$ cat config.mk
export PLATFORM = sky130hd
export DESIGN_NAME = axi2ahb_rd_fifo
export DESIGN_NICKNAME = d
export VERILOG_FILES = /design/src/rtl/axi2ahb_rd_fifo.sv
export SDC_FILE = /design/constraint.sdc
export NUM_CORES = 1
export LEC_CHECK = 0
export ABC_AREA = 0
export CAP_MARGIN = 10
export CORE_MARGIN = 3
export CORE_UTILIZATION = 65
export CTS_BUF_LIST = sky130_fd_sc_hd__clkbuf_8 sky130_fd_sc_hd__clkbuf_16
export DETAILED_ROUTE_END_ITERATION = 10
export PLACE_DENSITY = 0.83
export SLEW_MARGIN = 10
export SYNTH_ARGS = -nofsm -noshare
export SYNTH_HDL_FRONTEND = slang
export SYNTH_SLANG_ARGS = --single-unit
export TNS_END_PERCENT = 1
$ cat constraint.sdc
create_clock -name clk -period 7.3 [get_ports clk]
set_input_delay 2.19 -clock clk [delete_from_list [all_inputs] [get_ports clk]]
set_output_delay 2.19 -clock clk [all_outputs]
set_load 0.05 [all_outputs]
$ cat src/rtl/axi2ahb_rd_fifo.sv
// Read-return buffer of the AXI-to-AHB bridge: captures AHB read beats and replays them
// as AXI R-channel beats, while tracking space already promised to issued bursts.
module axi2ahb_rd_fifo #(
    parameter int         DATA_BITS   = 32,
    parameter int         ID_BITS     = 4,
    parameter int         FIFO_LINES  = 32,
    parameter int         MAX_BURST   = 16,
    parameter logic [1:0] RESP_SLVERR = 2'b10
) (
    input  logic                 clk,
    input  logic                 reset,
    input  logic [DATA_BITS-1:0] HRDATA,
    input  logic                 HREADY,
    input  logic                 HRESP,
    input  logic                 cmd_start,
    input  logic [3:0]           cmd_len,
    input  logic                 rdata_phase,
    input  logic                 data_last,
    input  logic [ID_BITS-1:0]   cmd_id,
    input  logic                 cmd_err,
    output logic                 rdata_ready,
    output logic [ID_BITS-1:0]   RID,
    output logic [DATA_BITS-1:0] RDATA,
    output logic [1:0]           RRESP,
    output logic                 RLAST,
    output logic                 RVALID,
    input  logic                 RREADY
);
    localparam int PTR_BITS   = $clog2(FIFO_LINES);
    localparam int CNT_BITS   = PTR_BITS + 1;
    localparam int ENTRY_BITS = ID_BITS + DATA_BITS + 3;

    logic [ENTRY_BITS-1:0] mem [FIFO_LINES];
    logic [PTR_BITS-1:0]   wr_ptr_reg, rd_ptr_reg;
    logic [CNT_BITS-1:0]   used_reg, reserved_reg, reserved_next;
    logic [CNT_BITS:0]     reserve_sum;
    logic [CNT_BITS:0]     total;
    logic                  full, empty, beat, push, pop;
    logic [1:0]            resp;

    assign full  = (used_reg == CNT_BITS'(FIFO_LINES));
    assign empty = (used_reg == '0);
    // A beat on the bus always consumes its reservation, even if it has to be dropped.
    assign beat  = rdata_phase & HREADY;
    assign push  = beat & ~full;
    assign pop   = ~empty & RREADY;
    assign resp  = (cmd_err | HRESP) ? RESP_SLVERR : 2'b00;

    function automatic logic [PTR_BITS-1:0] ptr_inc(input logic [PTR_BITS-1:0] p);
        return (p == PTR_BITS'(FIFO_LINES - 1)) ? '0 : p + 1'b1;
    endfunction

    always_ff @(posedge clk) begin
        if (push) begin
            mem[wr_ptr_reg] <= {cmd_id, HRDATA, resp, data_last};
        end
    end

    always_comb begin
        reserve_sum = {1'b0, reserved_reg};
        if (cmd_start) begin
            reserve_sum = reserve_sum + (CNT_BITS + 1)'(cmd_len) + 1'b1;
        end
        // Saturate at zero for beats that arrive without a matching reservation.
        if (beat && (reserve_sum != '0)) begin
            reserve_sum = reserve_sum - 1'b1;
        end
        reserved_next = reserve_sum[CNT_BITS-1:0];
    end

    always_ff @(posedge clk or posedge reset) begin
        if (reset) begin
            wr_ptr_reg   <= '0;
            rd_ptr_reg   <= '0;
            used_reg     <= '0;
            reserved_reg <= '0;
        end else begin
            if (push) begin
                wr_ptr_reg <= ptr_inc(wr_ptr_reg);
            end
            if (pop) begin
                rd_ptr_reg <= ptr_inc(rd_ptr_reg);
            end
            if (push && !pop) begin
                used_reg <= used_reg + 1'b1;
            end else if (pop && !push) begin
                used_reg <= used_reg - 1'b1;
            end
            reserved_reg <= reserved_next;
        end
    end

    assign total       = {1'b0, used_reg} + {1'b0, reserved_reg};
    assign rdata_ready = (total <= (CNT_BITS + 1)'(FIFO_LINES - MAX_BURST));

    assign {RID, RDATA, RRESP, RLAST} = mem[rd_ptr_reg];
    assign RVALID = ~empty;
endmodule

### Yosys cells after proc, flatten, opt, wreduce, memory -nomap -nowiden

Memories as Yosys holds them, arrays and structs flattened.
Index checks and enable logic that the tools add are counted.

| storage, ports and cells | value |
|---|---|
| flip-flop bits (word level) | 22 |
| RAM bits | 1,248 |
| input bits | 49 |
| output and inout bits | 41 |
| word-level logic and storage cells | 40 |
| memories kept | 1 |

| cells by class | value |
|---|---|
| add/subtract/negate cells | 8 |
| $lt $le $gt $ge | 1 |
| equal/unequal tests | 3 |
| muxes and demuxes | 9 |
| bitwise logic cells | 6 |
| reduce and logical (&&, ||, !) cells | 8 |

Memory list:

| memory | words | bits a word | rd ports | clocked after Yosys merged registers in | wr ports | line | source |
|---|---|---|---|---|---|---|---|
| mem | 32 | 39 | 1 | 0 | 1 | 33 | `logic [ENTRY_BITS-1:0] mem [FIFO_LINES];` |

Operators with widths:

| cell | number |
|---|---|
| 2-to-1 mux 6 bit | 3 |
| subtractor 6 x 1 -> 6 bit (second input constant) | 2 |
| adder 5 x 1 -> 5 bit (second input constant) | 2 |
| equality test 5 bit (second input constant) | 2 |
| 2-to-1 mux 5 bit | 2 |
| adder 6 x 4 -> 7 bit | 1 |
| adder 6 x 6 -> 7 bit | 1 |
| adder 7 x 1 -> 7 bit (second input constant) | 1 |
| less-or-equal comparator 7 x 5 -> 1 bit (second input constant) | 1 |
| 2-to-1 mux 7 bit | 1 |
| nonzero test 7 bit | 1 |
| adder 6 x 1 -> 6 bit (second input constant) | 1 |
| equality test 6 bit (second input constant) | 1 |
| zero test 6 bit | 1 |
| bitwise AND 1 bit | 3 |
| logical AND 1 bit | 3 |
| zero test 1 bit | 2 |
| 2-to-1 mux 1 bit | 2 |
| 2-to-1 mux 2 bit | 1 |
| NOT 1 bit | 2 |
| nonzero test 2 bit | 1 |
| bitwise OR 1 bit | 1 |

### Longest topological paths before layout

| depth | value |
|---|---|
| depth after elaboration | 7 |
| gate-level depth with buffers | 13 |
| depth with buffers taken out | 12 |

### Worst setup path after synthesis

No wires, ideal clock.

| path | value |
|---|---|
| kind | flip-flop to output port |
| start point | register used_reg[1] |
| end point | output rdata_ready |
| data arrival time | 2,986 ps |
| data required time | 5,110 ps |
| path slack | 2,124 ps |
| stages on the path, launching flop included | 8 |
| path buffers | 0 |
| cells stage by stage | dfrtp_1 > ha_1 > a21o_1 > a21o_1 > xor2_1 > nor4b_1 > nor2_1 > nor4_1 |

| on the way | value |
|---|---|
| longest elaborated chain between the ends | 2 |

RTL lines:

| what | line | source |
|---|---|---|
| start: declaration | 35 | `logic [CNT_BITS-1:0] used_reg, reserved_reg, reserved_next;` |
| start signal: assignment | 85 | `used_reg <= used_reg + 1'b1;` |
| start signal: assignment | 87 | `used_reg <= used_reg - 1'b1;` |
| adder 6 x 6 -> 7 bit | 93 | `assign total = {1'b0, used_reg} + {1'b0, reserved_reg};` |
| less-or-equal comparator 7 x 5 -> 1 bit | 94 | `assign rdata_ready = (total <= (CNT_BITS + 1)'(FIFO_LINES - MAX_BURST));` |
| end: declaration | 21 | `output logic rdata_ready,` |

Every way passes these cells.

### Final worst setup path

| path | value |
|---|---|
| start point | register rd_ptr_reg[1] |
| end point | output RDATA[16] |

| on the way | value |
|---|---|
| longest elaborated chain between the ends | 1 |

RTL lines:

| what | line | source |
|---|---|---|
| start: declaration | 34 | `logic [PTR_BITS-1:0] wr_ptr_reg, rd_ptr_reg;` |
| start signal: assignment | 82 | `rd_ptr_reg <= ptr_inc(rd_ptr_reg);` |
| memory (32 x 39 bit) | n/a |  |
| end: declaration | 23 | `output logic [DATA_BITS-1:0] RDATA,` |

Every way passes these cells.

==> metrics.txt <==
# TYPE chip_impl_metric gauge
chip_impl_metric{name="finalWirelength",unit="µm"} 127200
chip_impl_info{name="tritoncts",value="yes"} 1
chip_impl_metric{name="leakagePower",unit="nW"} 17.11
chip_impl_metric{name="grt_overflow_total",unit=""} 0
chip_impl_info{name="setup.worst_path.end_class",value="output port"} 1
chip_impl_metric{name="fin_tns_setup",unit="ns"} 0
chip_impl_metric{name="crit_arrival",unit="ns"} 4.34
chip_impl_metric{name="num-nets-final",unit=""} 2219
chip_impl_metric{name="whs_path_depth",unit=""} 1
chip_impl_metric{name="route.detailed.drc",unit=""} 0
chip_impl_metric{name="final-hold-violation-count",unit=""} 0
chip_impl_metric{name="grt_antenna_before_repair",unit=""} 3
chip_impl_info{name="grt_setup_unrepaired",value="no"} 1
chip_impl_metric{name="gpl.final_weighted_congestion",unit=""} 0.7509
chip_impl_info{name="postSynth.topFlopCell",value="sky130_fd_sc_hd__edfxtp_1"} 1
chip_impl_metric{name="detail_route.vias_per_cell",unit=""} 7.407
chip_impl_metric{name="min_period",unit="ns"} 6.530
chip_impl_metric{name="globalRouteTotalUtil",unit="%"} 34.02
chip_impl_info{name="hp-start",value="used_reg[5]$_DFFE_PP0P_"} 1
chip_impl_metric{name="clkSlewWorstSetupHoldPaths",unit="ns"} 0.07
chip_impl_metric{name="first_global_vias",unit=""} 24830
chip_impl_metric{name="cts-root-to-sink-buffers",unit=""} 3
chip_impl_metric{name="die-area",unit="µm²"} 77050
chip_impl_metric{name="report.final.setup_viol",unit=""} 0
chip_impl_metric{name="placed_area",unit="µm²"} 50500
chip_impl_metric{name="cts.sinks",unit=""} 1238
chip_impl_metric{name="slowest_delay",unit="ns"} 1.06
chip_impl_metric{name="final.period_utilization",unit="%"} 89.45
chip_impl_metric{name="max_slew_margin",unit="%"} 17.18
chip_impl_metric{name="detailedPlacementHpwl",unit="µm"} 59160
chip_impl_info{name="cts_root_buf",value="sky130_fd_sc_hd__clkbuf_16"} 1
chip_impl_info{name="leading_post_synthesis_cells_by_cell_area",value="sky130_fd_sc_hd__edfxtp_1, sky130_fd_sc_hd__mux4_2, sky130_fd_sc_hd__dfrtp_1, sky130_fd_sc_hd__mux2_2, sky130_fd_sc_hd__ha_1"} 1
chip_impl_metric{name="htreeDepth",unit=""} 3
chip_impl_metric{name="antenna_left",unit=""} 0
chip_impl_metric{name="yosys_warnings",unit=""} 0
chip_impl_metric{name="fp.dieH",unit="µm"} 277.6
chip_impl_info{name="cp_common_cell",value="sky130_fd_sc_hd__mux4_2"} 1
chip_impl_metric{name="design_area",unit="µm²"} 54430
chip_impl_metric{name="row_count",unit=""} 98
chip_impl_metric{name="timing_max_transition_violations_final",unit=""} 0
chip_impl_metric{name="post_synth_instance_area",unit="µm²"} 47940
chip_impl_metric{name="drt_first_pass_iters",unit=""} 5
chip_impl_metric{name="worst-endpoint-required",unit="ns"} 5.11
chip_impl_metric{name="clk_latency",unit="ns"} 0.68
chip_impl_metric{name="holdBufCountCts",unit=""} 0
chip_impl_info{name="synth.largest_area_cell",value="sky130_fd_sc_hd__edfxtp_1"} 1
chip_impl_metric{name="syn-instance-count",unit=""} 1969
chip_impl_metric{name="post_synth_num_cell_types",unit=""} 46
chip_impl_metric{name="max-vdd-ir-drop",unit="mV"} 0.3650
chip_impl_info{name="timing.rr.start",value="used_reg[1]$_DFFE_PP0P_"} 1
chip_impl_metric{name="flip_flop_count_of_the_largest_register_after_layout",unit=""} 1216
chip_impl_metric{name="postSynth.asyncResetShare",unit="%"} 1.777
chip_impl_info{name="hold-path-endpoint",value="used_reg[5]$_DFFE_PP0P_"} 1
chip_impl_info{name="critical_path.top_delay_family",value="multiplexers"} 1
chip_impl_metric{name="num_cts_buffers",unit=""} 115
chip_impl_metric{name="synth_enable_flop_cells",unit=""} 1216
chip_impl_metric{name="drive_above_1_share",unit="%"} 31.09
chip_impl_info{name="yosys-top-cells-count",value="sky130_fd_sc_hd__edfxtp_1, sky130_fd_sc_hd__mux4_2, sky130_fd_sc_hd__clkbuf_1, sky130_fd_sc_hd__nor2_1, sky130_fd_sc_hd__mux2_2"} 1
chip_impl_info{name="outcome",value="finished, final reports clean"} 1
chip_impl_metric{name="number_of_synthesized_register_bits",unit=""} 1238
chip_impl_metric{name="area_growth_syn_to_layout",unit="%"} 13.54
chip_impl_metric{name="reg2reg_setup_slack",unit="ns"} 3.77
chip_impl_metric{name="yosys.area.top_type_share",unit="%"} 76.17
chip_impl_metric{name="post_synthesis_average_cell_area",unit="µm²"} 24.35
chip_impl_metric{name="seq_total_area_yosys",unit="%"} 77.32
chip_impl_metric{name="1st_iter_drt_viols",unit=""} 3899
chip_impl_metric{name="global_route_wire_length_before_repair",unit="µm"} 183500
chip_impl_info{name="path_cells",value="buf_4 -> mux4_2 -> mux4_2 -> mux2_2 -> clkdlybuf4s50_1"} 1
chip_impl_metric{name="worst-path-buf-inv",unit=""} 2
chip_impl_metric{name="port_buffers",unit=""} 88
chip_impl_metric{name="timing.clock.skew",unit="ns"} 0.02337
chip_impl_metric{name="power.density",unit="nW/µm²"} 377.1
chip_impl_metric{name="die_w",unit="µm"} 277.6
chip_impl_metric{name="coreArea",unit="µm²"} 72220
chip_impl_info{name="worstSetupStartpointType",value="flop"} 1
chip_impl_metric{name="floorplan.io_pins",unit=""} 90
chip_impl_metric{name="crit_fanout",unit=""} 56
chip_impl_info{name="critical-path-slowest-cell",value="sky130_fd_sc_hd__dfrtp_4"} 1
chip_impl_metric{name="vias",unit=""} 23650
chip_impl_metric{name="cts_repair_resize_count",unit=""} 0
chip_impl_info{name="worst_setup_path_category",value="reg -> out"} 1
chip_impl_metric{name="syn-num-nets",unit=""} 2045
chip_impl_info{name="r2r_end",value="used_reg[5]$_DFFE_PP0P_"} 1
chip_impl_info{name="hp-class",value="reg -> reg"} 1
chip_impl_metric{name="tightest_slew",unit="ns"} 1.239
chip_impl_info{name="synth_most_common_cell",value="sky130_fd_sc_hd__edfxtp_1"} 1
chip_impl_metric{name="wl_per_cell",unit="µm"} 39.85
chip_impl_metric{name="max-cap-violations",unit=""} 0
chip_impl_metric{name="r2r.worst_path.cells",unit=""} 11
chip_impl_metric{name="post-cts-setup-buffers",unit=""} 0
chip_impl_metric{name="initial_util",unit="%"} 66.38
chip_impl_metric{name="max_freq",unit="MHz"} 153.2
chip_impl_metric{name="grt_start_max_net_pins",unit=""} 70
where the power goes:
| part | switching [mW] | internal [mW] | total (mW) |
|---|---|---|---|
| Clock | 2.70 | 3.57 | 6.27 |
| Sequential | 0.436 | 8.03 | 8.47 |
| Combinational | 3.11 | 2.67 | 5.79 |
| Total | 6.25 | 14.3 | 20.5 |
routing by layer:
metal	up-vias	track usage (%)	wire [µm]
met1	12280	47.27	42340
met4	0	13.76	5482
li1	8839	-	-
met5	-	0	0
met2	2147	53.93	63000
met3	390	7.709	16420
cell type report:
class,count,area (µm²)
Multi-Input combinational cell,619,10610
Timing Repair Buffer,156,1592
Clock buffer,118,2953
Sequential cell,1238,37080
Fill cell,3377,17790
Tap cell,950,1189
Inverter,13,48.80
Clock inverter,95,949.7
Antenna cell,4,10.01
logic make-up after synthesis:
group,count (synthesis),share of synthesized area (%)
adders and majority gates,27,0.7517
buffers and inverters,112,1.057
muxes,427,18.98
AOI/OAI and AO/OA,43,0.5507
xor gates and xnor gates,16,0.2923
and+or+nand+nor,105,1.041
DFF,1238,77.32
other,1,0.007823
worst reg2reg max path: cells and delay by family (launching register included):
family / cells / cell delay [ns]
AND/OR/NAND/NOR: 4 / 1.49
flip-flops: 1 / 0.46
buffers and inverters: 1 / 0.16
adder cells (fa/ha/maj): 2 / 0.62
XOR/XNOR: 1 / 0.15
AO/OA/AOI/OAI: 3 / 0.57
per-stage QoR:
step	setup WS [ns]	power, mW	hold slack (ns)	util, %	std cells
final	0.7705	20.52	0.5355	75.36	3193
after global routing	0.6511	21.07	0.5662	75.36	3192
after CTS	0.7310	20.56	0.5425	75.32	3188
after detailed placement	1.522	14.20	0.5294	69.92	2975
after global placement	1.559	14.03	0.5185	69.92	2975
after floorplan	2.124	12.53	0.4877	-	1969
worst max-delay path by stage:
stage,start,endpoint,slack [ns],cells past startpoint
after floorplan,used_reg[1]$_DFFE_PP0P_,rdata_ready,2.12,7
after global placement,rd_ptr_reg[0]$_DFFE_PP0P_,RDATA[30],1.56,5
after detailed placement,rd_ptr_reg[0]$_DFFE_PP0P_,RDATA[6],1.52,5
after CTS,rd_ptr_reg[0]$_DFFE_PP0P_,RDATA[16],0.73,5
after global routing,rd_ptr_reg[0]$_DFFE_PP0P_,RDATA[16],0.65,5
final,rd_ptr_reg[1]$_DFFE_PP0P_,RDATA[16],0.77,5
cell usage in the layout (no fill, tap or decap), types with 17 or more instances in the layout:
cell,Yosys,layout
sky130_fd_sc_hd__buf_4,8,52
sky130_fd_sc_hd__bufinv_16,0,18
sky130_fd_sc_hd__clkbuf_16,0,118
sky130_fd_sc_hd__clkdlybuf4s50_1,0,88
sky130_fd_sc_hd__clkinv_1,0,24
sky130_fd_sc_hd__clkinv_2,0,20
sky130_fd_sc_hd__dfrtp_1,22,17
sky130_fd_sc_hd__edfxtp_1,1216,1216
sky130_fd_sc_hd__ha_1,24,24
sky130_fd_sc_hd__inv_1,13,31
sky130_fd_sc_hd__mux2_2,43,43
sky130_fd_sc_hd__mux4_2,376,376
sky130_fd_sc_hd__nand2_1,20,20
sky130_fd_sc_hd__nor2_4,0,32
No activity file was read; power rests on OpenSTA's default activity.
